===== src/rtl/arch_reg_reader.sv =====
// Debug responder: drains the core, then streams committed architectural
// register values (areg, preg, data) over a valid/ready response channel.
`timescale 1ns/1ps

module arch_reg_reader #(
    parameter int unsigned NUM_AREGS     = 32,
    parameter int unsigned PREG_W        = 7,
    parameter int unsigned DATA_W        = 32,
    parameter int unsigned DRAIN_TIMEOUT = 1024
) (
    input  logic                         clk,
    input  logic                         reset,
    // request channel
    input  logic                         req_valid,
    output logic                         req_ready,
    input  logic                         req_all,
    input  logic [$clog2(NUM_AREGS)-1:0] req_areg,
    // response channel
    output logic                         rsp_valid,
    input  logic                         rsp_ready,
    output logic [$clog2(NUM_AREGS)-1:0] rsp_areg,
    output logic [PREG_W-1:0]            rsp_preg,
    output logic [DATA_W-1:0]            rsp_data,
    output logic                         rsp_last,
    output logic                         rsp_err,
    // core interface
    output logic                         hold_fetch,
    input  logic                         rob_empty,
    output logic [$clog2(NUM_AREGS)-1:0] map_raddr,
    input  logic [PREG_W-1:0]            map_rdata,
    output logic [PREG_W-1:0]            prf_raddr,
    input  logic [DATA_W-1:0]            prf_rdata
);

    localparam int unsigned AREG_W = $clog2(NUM_AREGS);
    localparam int unsigned CNT_W  = (DRAIN_TIMEOUT > 1) ? $clog2(DRAIN_TIMEOUT) : 1;

    localparam logic [AREG_W-1:0] LAST_AREG = AREG_W'(NUM_AREGS - 1);
    localparam logic [CNT_W-1:0]  CNT_LAST  = CNT_W'(DRAIN_TIMEOUT - 1);

    typedef enum logic [2:0] {
        StIdle,
        StDrain,
        StMap,
        StPrd,
        StCap,
        StResp
    } state_e;

    state_e              state_q;
    logic [AREG_W-1:0]   cur_areg_q;
    logic                all_q;
    logic [CNT_W-1:0]    drain_cnt_q;
    logic [PREG_W-1:0]   preg_q;

    // Request handshake and read-port addresses decode straight from the state.
    always_comb begin
        req_ready = (state_q == StIdle);
        map_raddr = (state_q == StMap) ? cur_areg_q : '0;
        prf_raddr = (state_q == StPrd) ? preg_q : '0;
    end

    // Main sequencer: drain, translate, read, respond; all rsp_* are registered.
    always_ff @(posedge clk or posedge reset) begin
        if (reset) begin
            state_q     <= StIdle;
            cur_areg_q  <= '0;
            all_q       <= 1'b0;
            drain_cnt_q <= '0;
            preg_q      <= '0;
            rsp_valid   <= 1'b0;
            rsp_areg    <= '0;
            rsp_preg    <= '0;
            rsp_data    <= '0;
            rsp_last    <= 1'b0;
            rsp_err     <= 1'b0;
            hold_fetch  <= 1'b0;
        end else begin
            unique case (state_q)
                StIdle: begin
                    if (req_valid) begin
                        cur_areg_q  <= req_all ? '0 : req_areg;
                        all_q       <= req_all;
                        drain_cnt_q <= '0;
                        hold_fetch  <= 1'b1;
                        state_q     <= StDrain;
                    end
                end
                StDrain: begin
                    if (rob_empty) begin
                        state_q <= StMap;
                    end else if (drain_cnt_q == CNT_LAST) begin
                        // Core never drained: single error beat ends the request.
                        rsp_valid <= 1'b1;
                        rsp_err   <= 1'b1;
                        rsp_last  <= 1'b1;
                        rsp_data  <= '0;
                        rsp_preg  <= '0;
                        rsp_areg  <= cur_areg_q;
                        state_q   <= StResp;
                    end else begin
                        drain_cnt_q <= drain_cnt_q + CNT_W'(1);
                    end
                end
                StMap: begin
                    preg_q  <= map_rdata;
                    state_q <= StPrd;
                end
                StPrd: begin
                    state_q <= StCap;
                end
                StCap: begin
                    // x0 reads as zero regardless of what its mapping holds.
                    rsp_data  <= (cur_areg_q == '0) ? '0 : prf_rdata;
                    rsp_preg  <= preg_q;
                    rsp_areg  <= cur_areg_q;
                    rsp_last  <= !all_q || (cur_areg_q == LAST_AREG);
                    rsp_err   <= 1'b0;
                    rsp_valid <= 1'b1;
                    state_q   <= StResp;
                end
                StResp: begin
                    if (rsp_ready) begin
                        rsp_valid <= 1'b0;
                        if (rsp_last) begin
                            rsp_err    <= 1'b0;
                            hold_fetch <= 1'b0;
                            state_q    <= StIdle;
                        end else begin
                            // Fetch is still held, so the next beat skips the drain.
                            cur_areg_q <= cur_areg_q + AREG_W'(1);
                            state_q    <= StMap;
                        end
                    end
                end
                default: begin
                    state_q <= StIdle;
                end
            endcase
        end
    end

endmodule


===== config.mk =====
export PLATFORM = sky130hd
export DESIGN_NAME = arch_reg_reader
export DESIGN_NICKNAME = d
export VERILOG_FILES = /design/src/rtl/arch_reg_reader.sv
export SDC_FILE = /design/constraint.sdc
export NUM_CORES = 1
export LEC_CHECK = 0
export ABC_AREA = 1
export BUFFER_PORTS_ARGS = -buffer_cell sky130_fd_sc_hd__buf_2
export CELL_PAD_IN_SITES_DETAIL_PLACEMENT = 1
export CELL_PAD_IN_SITES_GLOBAL_PLACEMENT = 1
export CORE_ASPECT_RATIO = 0.75
export CORE_MARGIN = 2
export CORE_UTILIZATION = 33
export CTS_CLUSTER_SIZE = 28
export DETAILED_ROUTE_END_ITERATION = 16
export PLACE_DENSITY_LB_ADDON = 0.1
export SYNTH_ARGS = -nofsm -noshare
export SYNTH_HDL_FRONTEND = slang
export SYNTH_SLANG_ARGS = --single-unit

===== constraint.sdc =====
create_clock -name clk -period 2.38 [get_ports clk]
set_input_delay 0.476 -clock clk [delete_from_list [all_inputs] [get_ports clk]]
set_output_delay 0.476 -clock clk [all_outputs]
set_load 0.03 [all_outputs]

* After elaboration in Yosys (flattened, before gate mapping)
Cells that the tools add are included.
Word-level totals: flip-flop bits (word level) 74, output and inout port bits 61
Operators by class: add/subtract/negate cells 2, eq/ne operators 15, mux-type cells 37, reductions and logical operators 16
Operators with widths (number):
- 2-to-1 mux 32 bit | 3
- case mux 32 bit (2 select lines) | 1
- 2-to-1 mux 5 bit | 7
- 2-to-1 mux 10 bit | 3
- 2-to-1 mux 7 bit | 3
- case mux 10 bit (2 select lines) | 1
- case mux 5 bit (2 select lines) | 2
- case mux 3 bit (6 select lines) | 1
- AND reduction 4 bit | 4
- inequality test 2 bit (second input constant) | 7
- case mux 7 bit (2 select lines) | 1
- 2-to-1 mux 3 bit | 4
- adder 10 x 1 -> 10 bit (second input constant) | 1
- equality test 10 bit (second input constant) | 1
- equality test 3 x 2 -> 1 bit (second input constant) | 2
- equality test 3 bit (second input constant) | 2
- 2-to-1 mux 1 bit | 6
- case mux 1 bit (3 select lines) | 2
- AND reduction 3 bit | 2
- nonzero test 2 bit | 3
- adder 5 x 1 -> 5 bit (second input constant) | 1
- equality test 5 bit (second input constant) | 1
- logical NOT 5 bit | 1
- AND reduction 5 bit | 1
- 9 further kinds | 10

* Logic depth before layout (Yosys ltp)
word-level depth 4, gate-level depth with buffers 10, mapped depth without buffers 10

* Worst setup path before layout
No wires, ideal clock.
path type reg2out, start reg state_q[2], end out map_raddr[0], data arrival time 1.405 ns, slack 0.499 ns, stages on the path, launching flop included 6, cell sequence dfrtp_1 inv_1 nand2_1 nor2_1 inv_1 nor2_1
Between the ends: longest elaborated chain between the ends 2
Ends and longest elaborated chain:
- start, declared | line 50 | state_e state_q;
- start signal, assigned | line 66 | state_q <= StIdle;
- start signal, assigned | line 86 | state_q <= StDrain;
- start signal, assigned | line 91 | state_q <= StMap;
- equality test 3 x 2 -> 1 bit | line 59 | map_raddr = (state_q == StMap) ? cur_areg_q : '0;
- 2-to-1 mux 5 bit | line 59
- end, declared | line 29 | output logic [$clog2(NUM_AREGS)-1:0] map_raddr,
No other way between the ends.

* Worst setup path after layout
start reg state_q[0], end out prf_raddr[5]
Between the ends: longest elaborated chain between the ends 2
Ends and longest elaborated chain:
- equality test 3 x 2 -> 1 bit | line 60 | prf_raddr = (state_q == StPrd) ? preg_q : '0;
- 2-to-1 mux 7 bit | line 60
- end, declared | line 31 | output logic [PREG_W-1:0] prf_raddr,
No other way between the ends.

==> run_results.csv <==
group,metric,value,unit
final_layout,drive_gt1_share,26.7,%
final_layout,mostFrequentLayoutCells,"nand2_1, buf_2, dfrtp_1, nand3_1",
floorplan,die_h,93.6,microns
clock_tree,post-cts-setup-buffer-count,0,
logic_synthesis,ys_warn_count,0,
global_routing,grt_pass1_wl,16900,microns
power_and_ir_drop,power.density,1430,mW/mm^2
sta,tightest_slew,0.522,ns
logic_synthesis,seq_area_frac_synth,52.4,%
setup_path,cp-end-kind,"output port",
logic_synthesis,synth_area_per_cell,7.80,sq um
power_and_ir_drop,p_sw,3160,uW
placed_design,place_congestion,0.804,
floorplan,io_pins,111,
setup_path,path_max_fanout,7,
clock_tree,htree_num_levels,3,
clock_tree,cts-root-buf,"clkbuf_16",
clock_tree,cts_buffers,9,
logic_synthesis,synth_nets,507,
floorplan,initial_core_util,34.1,%
sta,fin_tns_setup,0,ns
floorplan,die-area,0.0116,sq mm
sta,maxSlewHeadroom,65.2,%
power_and_ir_drop,power.internal,3270,uW
global_routing,grt_pass1_vias,3443,
final_layout,fillers,1344,
power_and_ir_drop,fin_total_pwr,6430,uW
power_and_ir_drop,pwr-share-comb,48.2,%
clock_tree,cts.clk_slew.worst_paths,0.06,ns
setup_path,reg2reg_slack,0.42,ns
sta,finalSetupViolations,0,
logic_synthesis,ys_seq_elements,74,
logic_synthesis,ys_types,27,
min_path,hold_class,"primary input to asynchronous set/reset pin",
logic_synthesis,post_synth_instance_area,0.00353,sq mm
power_and_ir_drop,pwr-share-seq,32.9,%
clock_tree,post_cts_resized,0,
sta,slew_viol_final,0,
route,vias,3357,
power_and_ir_drop,switching_share,49.2,%
route,ant_nets,0,
floorplan,die_width,123,microns
floorplan,fp-row-count,32,
power_and_ir_drop,clockPowerShare,18.9,%
final_layout,antenna_cells,0,
run_status,outcome,"finished clean",
route,wl_per_cell,14.5,microns
clock_tree,clock_sink_count,74,
setup_path,critPathKind,"register to output port",
final_layout,finalNonFillerCells,709,
global_routing,antenna_found_initial,0,
power_and_ir_drop,leakage,0.00259,uW
sta,max_freq,460,MHz
logic_synthesis,netlist_instances,453,
sta,fin_crit_sh,91.4,%
route,dr.pass1.iters,4,
final_layout,nets,623,
power_and_ir_drop,peakVddDrop,673,uV
placed_design,place_hpwl,7480,microns
clock_tree,clockBufferDepth,2,
route,wl,10200,microns
global_routing,grt_max_degree,47,
setup_path,critPathBufInv,4,
setup_path,slowest_delay,0.45,ns
clock_tree,clk_latency,0.33,ns
setup_path,crit_chain,"inv_2 -> nor2_4 -> inv_1 -> nor2_1 -> inv_1 -> nor2_1 -> buf_2",
setup_path,cpLargestDelayFamily,"buffers and inverters",
sta,rsz0062_at_grt,"false",
final_layout,area.growth.synth_to_final,27.5,%
setup_path,cp_slowest_cell,"dfrtp_1",
global_routing,grt_use_total,18.8,%
route,drt_iter0_markers,122,
clock_tree,cts_tree,"done",
placed_design,placedCellCount,694,
sta,period_minus_slack,2.17,ns
placed_design,io_buffer_count,110,
sta,timing.final.hold_violations,0,
sta,fin_skew,0.00681,ns
setup_path,worst_ep_arrival_time,1.70,ns
setup_path,cp-start-kind,"register",
setup_path,worstPathRequired,1.90,ns
clock_tree,hold_buffers,0,
global_routing,overflow,0,
route,vias_per_cell,4.73,
floorplan,core,0.0104,sq mm
run,max-cap-violations,0,
final_layout,final_common_cell,"nand2_1",
route,drc_errors,0,
per-layer routing:
metal | vias up | global-route usage [%] | share of wire (%)
li1 | 1650 | - | -
met1 | 1623 | 24.8 | 47
met2 | 78 | 30.6 | 47
met3 | 6 | 4.57 | 5.4
met4 | 0 | 5.87 | 1.0
met5 | - | 0 | 0
final cells by class:
cell class / instances / area, sq um / share of cell area [%]
inverters: 38 / 143 / 3.17
multi-input cells: 329 / 1460 / 32.5
clock buffers: 9 / 225 / 5.00
clock inverters: 6 / 35.0 / 0.778
flip-flops and latches: 74 / 1850 / 41.1
well taps: 136 / 170 / 3.78
repair buffers: 117 / 616 / 13.7
kinds of logic after synthesis:
group / Yosys count / share of synthesized area [%]
compound gates: 20 / 3.01
fa+ha+maj: 4 / 1.42
buf+inv: 50 / 6.20
xor+xnor: 2 / 0.496
simple gates: 303 / 36.5
flops: 74 / 52.4
synth_stat cells:
| master | n | share of area [%] |
|---|---|---|
| nand2_1 | 193 | 21 |
| dfrtp_1 | 74 | 52 |
| nand3_1 | 59 | 8.4 |
| inv_1 | 33 | 3.5 |
| nor2_1 | 33 | 3.5 |
| o21ai_0 | 14 | 2.0 |
| clkbuf_1 | 7 | 0.74 |
| nand2_2 | 6 | 1.1 |
| inv_2 | 5 | 0.53 |
| buf_6 | 4 | 1.3 |
| ha_1 | 4 | 1.4 |
| nor2_2 | 3 | 0.53 |
| a21oi_1 | 2 | 0.28 |
| nand2_4 | 2 | 0.64 |
| xnor2_1 | 2 | 0.50 |
| buf_2 | 1 | 0.14 |
| nand3_2 | 1 | 0.28 |
| nand3_4 | 1 | 0.50 |
| nand3b_1 | 1 | 0.21 |
| nand4_1 | 1 | 0.18 |
| nor2_4 | 1 | 0.32 |
| nor3_1 | 1 | 0.14 |
| nor3b_1 | 1 | 0.21 |
| o21ai_1 | 1 | 0.14 |
| o21bai_1 | 1 | 0.21 |
| o22ai_1 | 1 | 0.18 |
| o31ai_1 | 1 | 0.21 |
path summary, 6_finish.rpt:
| check | start | endpoint | cells after the start |
|---|---|---|---|
| max reg2reg | drain_cnt_q[0] | rsp_data[30] | 9 |
| min | reset | rsp_data[29] | 2 |
| min reg2reg | rsp_data[17] | rsp_data[17] | 2 |
| max in group asynchronous | reset | cur_areg_q[0] | 3 |
| min in group clk | map_rdata[1] | preg_q[1] | 3 |
| max | state_q[0] | prf_raddr[5] | 7 |
stage by stage:
stage	hold WS (ns)	utilization, %	worst slack, ns	instance area (sq um)
final	0.176	43.4	0.206	4500
after floorplan	0.449	-	0.0224	3530
after CTS	0.193	43.4	0.182	4500
after global placement	0.450	40.9	0.497	4240
after global routing	0.211	43.4	0.0468	4500
after detailed placement	0.453	40.9	0.428	4240
state kept, by name, indices dropped and copies added (netlist names), 3 cells and up:
signal	cells
rsp_data	32
preg_q	7
state_q	3
drain_cnt_q	10
cur_areg_q	5
rsp_preg	7
rsp_areg	5
power groups by stage:
stage	logic (uW)	clock network, uW	registers, uW
finish	3100	1210	2110
global route	3430	1290	2190
floorplan	1470	0	2840
global placement	3070	0	2110
CTS	3140	1240	2120
detailed placement	3130	0	2130
No activity file was read; power rests on OpenSTA's default activity.
